$ cat config.mk
export PLATFORM = sky130hd
export DESIGN_NAME = dmem_resp_unit
export DESIGN_NICKNAME = d
export VERILOG_FILES = /design/src/rtl/dmem_resp_unit.sv
export SDC_FILE = /design/constraint.sdc
export NUM_CORES = 1
export LEC_CHECK = 0
export CORE_MARGIN = 10
export CORE_UTILIZATION = 41
export CTS_BUF_LIST = sky130_fd_sc_hd__clkbuf_16
export DETAILED_ROUTE_END_ITERATION = 12
export PLACE_DENSITY = 0.86
export RECOVER_POWER = 50
export REMOVE_ABC_BUFFERS = 1
export SLEW_MARGIN = 15
export SYNTH_ARGS = -nofsm -noshare
export SYNTH_HDL_FRONTEND = slang
export SYNTH_SLANG_ARGS = --single-unit
$ cat constraint.sdc
create_clock -name clk -period 3.3 [get_ports clk]
set_input_delay 0.33 -clock clk [delete_from_list [all_inputs] [get_ports clk]]
set_output_delay 0.33 -clock clk [all_outputs]
set_load 0.1 [all_outputs]
$ cat src/rtl/dmem_resp_unit.sv
// Data-memory responder: one load/store at a time over an addr_ok/data_ok SRAM-style bus.
// Optional store posting is enabled by defining DMEM_STORE_POST_EN.
module dmem_resp_unit #(
    parameter int MAX_WR_OUT = 4,
    parameter int CNT_W      = 3
) (
    input  logic        clk,
    input  logic        reset,
    input  logic        req_valid,
    output logic        req_ready,
    input  logic        req_wr,
    input  logic [1:0]  req_size,
    input  logic [31:0] req_addr,
    input  logic [31:0] req_wdata,
    output logic [31:0] data_rdata,
    output logic        dcache_busy,
    output logic        mem_req,
    output logic        mem_wr,
    output logic [1:0]  mem_size,
    output logic [31:0] mem_addr,
    output logic [3:0]  mem_wstrb,
    output logic [31:0] mem_wdata,
    input  logic        mem_addr_ok,
    input  logic        mem_data_ok,
    input  logic [31:0] mem_rdata
);

    localparam logic [1:0] S_IDLE = 2'd0;
    localparam logic [1:0] S_ADDR = 2'd1;
    localparam logic [1:0] S_DATA = 2'd2;

    if ((1 << CNT_W) <= MAX_WR_OUT) begin : g_bad_cfg
        $error("dmem_resp_unit: CNT_W too narrow for MAX_WR_OUT");
    end

    logic [1:0]  r_state;
    logic [1:0]  w_state_nxt;
    logic        r_wr;
    logic [1:0]  r_size;
    logic [31:0] r_addr;
    logic [31:0] r_wdata;
    logic [31:0] r_rdata;
    logic        w_accept;
    logic        w_idle_rdy;
    logic        w_post_store;

`ifdef DMEM_STORE_POST_EN
    logic [CNT_W-1:0] r_wr_cnt;
    logic             w_inc;
    logic             w_dec;

    assign w_inc        = (r_state == S_ADDR) && mem_addr_ok && r_wr;
    // Acks with nothing outstanding are strays and must not wrap the counter.
    assign w_dec        = mem_data_ok && (r_state != S_DATA) && ((r_wr_cnt != '0) || w_inc);
    assign w_idle_rdy   = req_wr ? (r_wr_cnt < CNT_W'(MAX_WR_OUT)) : (r_wr_cnt == '0);
    assign w_post_store = r_wr;

    always_ff @(posedge clk or posedge reset) begin
        if (reset) begin
            r_wr_cnt <= '0;
        end else if (w_inc && !w_dec) begin
            r_wr_cnt <= r_wr_cnt + 1'b1;
        end else if (w_dec && !w_inc) begin
            r_wr_cnt <= r_wr_cnt - 1'b1;
        end
    end
`else
    assign w_idle_rdy   = 1'b1;
    assign w_post_store = 1'b0;
`endif

    assign req_ready   = (r_state == S_IDLE) && w_idle_rdy;
    assign w_accept    = req_valid && req_ready;
    assign dcache_busy = (r_state == S_ADDR) || (r_state == S_DATA);
    assign data_rdata  = r_rdata;

    always_comb begin
        w_state_nxt = r_state;
        case (r_state)
            S_IDLE: if (w_accept) w_state_nxt = S_ADDR;
            S_ADDR: if (mem_addr_ok) w_state_nxt = w_post_store ? S_IDLE : S_DATA;
            S_DATA: if (mem_data_ok) w_state_nxt = S_IDLE;
            default: w_state_nxt = S_IDLE;
        endcase
    end

    always_ff @(posedge clk or posedge reset) begin
        if (reset) begin
            r_state <= S_IDLE;
            r_wr    <= 1'b0;
            r_size  <= 2'd0;
            r_addr  <= 32'd0;
            r_wdata <= 32'd0;
            r_rdata <= 32'd0;
        end else begin
            r_state <= w_state_nxt;
            if (w_accept) begin
                r_wr    <= req_wr;
                r_size  <= req_size;
                r_addr  <= req_addr;
                r_wdata <= req_wdata;
            end
            if ((r_state == S_DATA) && mem_data_ok && !r_wr) begin
                r_rdata <= mem_rdata;
            end
        end
    end

    // Bus fields come straight from the latch so they stay stable until addr_ok.
    assign mem_req  = (r_state == S_ADDR);
    assign mem_wr   = r_wr;
    assign mem_addr = r_addr;
    assign mem_size = (r_size == 2'd3) ? 2'd2 : r_size;

    always_comb begin
        mem_wstrb = 4'b0000;
        mem_wdata = r_wdata;
        case (r_size)
            2'd0: begin
                mem_wstrb = 4'b0001 << r_addr[1:0];
                mem_wdata = {4{r_wdata[7:0]}};
            end
            2'd1: begin
                mem_wstrb = 4'b0011 << {r_addr[1], 1'b0};
                mem_wdata = {2{r_wdata[15:0]}};
            end
            default: begin
                mem_wstrb = 4'b1111;
                mem_wdata = r_wdata;
            end
        endcase
        if (!r_wr) begin
            mem_wstrb = 4'b0000;
        end
    end

endmodule

==> metrics.sh <==
CELL_AREA_AFTER_SYNTHESIS_SQ_UM=4470
SYNTH-SEQ-CELLS=101
GRTUSAGETOTAL_PCT=16.3
PIN_COUNT=210
SETUP_VIOLATORS_FINAL=0
CORE-AREA_SQ_UM=10700
YS.FLOP_TYPE='sky130_fd_sc_hd__dfrtp_1'
SYNTH_AREA_PER_CELL_SQ_UM=15.4
YOSYSMOSTFREQUENTCELL='sky130_fd_sc_hd__dfrtp_1'
DRT_ITER0_DRC=163
WIRELENGTH_MICRONS=12800
FINALHOLDVIOLCOUNT=0
YOSYS-TOP-CELLS-COUNT='101 x sky130_fd_sc_hd__dfrtp_1, 84 x sky130_fd_sc_hd__mux2_2, 32 x sky130_fd_sc_hd__mux2_4'
YOSYSWARNINGCOUNT=0
DIE_X_MICRONS=124
GRT_FIRST_PASS_WIRELENGTH_MICRONS=20300
PLACEMENT_ROWS=38
CTS_RESIZED=0
DIE_HEIGHT_MICRONS=124
WORSTPATHARRIVAL_NS=2.86
CLKSLEWWORSTSETUPHOLDPATHS_NS=0.07
WORST_SETUP_PATH_ENDPOINT='mem_addr[17]'
CRIT_TYPE='reg -> reg'
CLOCK-SINKS=101
CTSLONGESTPATHBUFFERS=2
CTSHOLDBUFFERS=0
RSZ0062_AT_GRT='no'
CRITPATHLAUNCH='r_state[1]'
WORST_EP_REQUIRED_TIME_NS=3.52
CRIT_FANOUT=67
OVERFLOW=0
SEQ_AREA_FRAC_SYNTH_PCT=56.6
FIRST_GLOBAL_VIAS=3498
CLK-INSERTION-DELAY-LATE_NS=0.34
SUM_OF_NET_HALF_PERIMETERS_AFTER_DETAILED_PLACEMENT_MICRONS=9630
DETAIL-ROUTE-ANTENNA-NETS=0
MIN_PATH_TYPE='reg -> reg'
LAYOUT_MIN_CYCLE_TIME_NS=2.64
CTS_SETUP_BUFFERS=0
SHARE_OF_THE_CLOCK_PERIOD_USED_BY_THE_WORST_PATH_AFTER_LAYOUT_PCT=80.1
DRT_PRE_ANTENNA_ITERS=4
NETLIST_INSTANCES=290
WORST_SLEW_PIN_TRAN_NS=2.26
DRV.MAX_CAP_VIOLATION_COUNT=3
FMAXACHIEVABLE_MHz=378
RUN_STATUS='finished, violations left'
IO_BUFFERS=209
TIMING.CRITICAL_PATH.TO_TYPE='flop'
WORSTREGTOREGCELLS=4
VIAS=3078
CLK_ROOT_BUFFER_CELL='sky130_fd_sc_hd__clkbuf_16'
DRCVIOLATIONCOUNT=0
INITIAL_UTILIZATION_PCT=41.6
POST-SYNTH-TOP-AREA-CELL='sky130_fd_sc_hd__dfrtp_1'
FINCLKSKEW_NS=0.00420
R2R_SETUP_SLACK_NS=0.66
SYNTH-EDFF-COUNT=0
SYNTH-ASYNC-RESET-RATIO_PCT=100
DESIGN.DIE.AREA_SQ_UM=15500
GRT_MAX_DEGREE=68
SYNTH.DISTINCT_CELLS=23
CRIT-REG2REG-CAPTURE='mem_addr[17]'
LAYOUT-AREA-OVERHEAD-VS-SYNTH_PCT=50.4
MAXIMUM_LEVEL_OF_THE_CTS_H_TREE=3
SYNTHTOPCELLSBYAREA='sky130_fd_sc_hd__dfrtp_1 57%, sky130_fd_sc_hd__mux2_2 21%, sky130_fd_sc_hd__mux2_4 11%'
WIRE_PER_INST_MICRONS=20.1
WORST_SLEW_MARGIN_RELATIVE_TO_ITS_LIMIT_PCT=-50.8
FINISH.NET_COUNT=596
VIASPERCELL=4.85
DRIVE_GT1_SHARE_PCT=29.8
SYNTH.TOP_CELL.AREA_SHARE_PCT=56.6
PLACE_CONGESTION=0.779
REG2REG_FROM='r_state[1]'
CP-START-KIND='flop'
CTS-BUFFERS-INSERTED=9
FIN_WORST_HOLD_SLACK_NS=0.500
FAILED_CHECKS='max-capacitance violations, max-slew violations'
FINALMAXSLEWVIOLATIONS=158
TRITONCTS_CLOCK_TREE='built'
GRT_ANTENNA_BEFORE_REPAIR=1
==> layer usage <==
layer  vias to the layer above  track usage (%)  share of wire (%)
met5                         -                0                  0
met4                         0             7.20                1.9
met3                        14             4.89                6.4
met2                       107             29.5                 55
met1                      1548             16.9                 36
li1                       1409                -                  -
==> metrics by stage <==
step                std cells  cell area [sq um]  worst slack (ns)  setup TNS (ns)  utilization [%]
detailed placement        618               6500              1.10               0             60.5
floorplan                 267               4280            -0.600          -43.22                -
CTS                       634               6810             0.814               0             63.4
global route              635               6720             0.442               0             62.5
global placement          618               6500              1.16               0             60.5
finish                    635               6720             0.656               0             62.5
==> kinds of logic (layout without fill, tap and decap cells) <==
group	count (synthesis)	after routing	share of synthesized area, %
mux	124	124	33.7
flops	101	101	56.6
buf+inv	28	232	4.56
compound gates	17	17	2.30
simple gates	17	17	2.02
fa+ha+maj	3	3	0.840
other cells	0	1	0
==> critical path: stages, from the launching register on <==
cell                      delay, ns
sky130_fd_sc_hd__dfrtp_1       0.39
sky130_fd_sc_hd__inv_1         0.07
sky130_fd_sc_hd__ha_1          0.24
sky130_fd_sc_hd__nand2_2       1.29
sky130_fd_sc_hd__mux2_2        0.46
==> area by class of cell <==
class | count | area, sq um
Antenna cell | 1 | 2.50
Clock buffer | 9 | 225
Inverter | 5 | 18.8
Tap cell | 140 | 175
Clock inverter | 7 | 80.1
Sequential cell | 101 | 2530
Fill cell | 894 | 4030
Timing Repair Buffer | 211 | 1990
Multi-Input combinational cell | 161 | 1700
==> worst min path at each step <==
stage	start	end	slack, ns	depth (start not counted)
5_1_grt	r_wdata[29]	r_wdata[29]	0.51	1
4_1_cts	reset	data_rdata[10]	0.51	2
3_3_place_gp	mem_addr[22]	mem_addr[22]	0.49	1
2_1_floorplan	r_wdata[16]	r_wdata[16]	0.48	1
3_5_place_dp	data_rdata[23]	data_rdata[23]	0.49	1
6_report	r_wdata[29]	r_wdata[29]	0.50	1
==> state kept, by name (all words and copies together), names as in the netlist <==
register    cells
data_rdata     32
mem_addr       32
mem_wr          1
r_size          2
r_state         2
r_wdata        32
==> layout by cell type (no fill, tap or decap), types with 2 or more instances in the layout <==
cell type                           n
sky130_fd_sc_hd__ha_1               3
sky130_fd_sc_hd__buf_4             22
sky130_fd_sc_hd__nand2b_1           2
sky130_fd_sc_hd__mux2_1             6
sky130_fd_sc_hd__a31oi_1            2
sky130_fd_sc_hd__inv_1              5
sky130_fd_sc_hd__o21a_1             4
sky130_fd_sc_hd__o21ai_0            8
sky130_fd_sc_hd__dfrtp_1          101
sky130_fd_sc_hd__clkbuf_16          9
sky130_fd_sc_hd__mux2_2            84
sky130_fd_sc_hd__clkinv_1           4
sky130_fd_sc_hd__bufinv_16          2
sky130_fd_sc_hd__nor2_1             3
sky130_fd_sc_hd__clkdlybuf4s50_1  175
sky130_fd_sc_hd__nand2_1            8
sky130_fd_sc_hd__clkbuf_1          13
sky130_fd_sc_hd__mux2i_1            8
sky130_fd_sc_hd__mux2_4            26
Power is not shown: default switching activity piles up to over one toggle a cycle in this logic, so the estimate is an artifact.
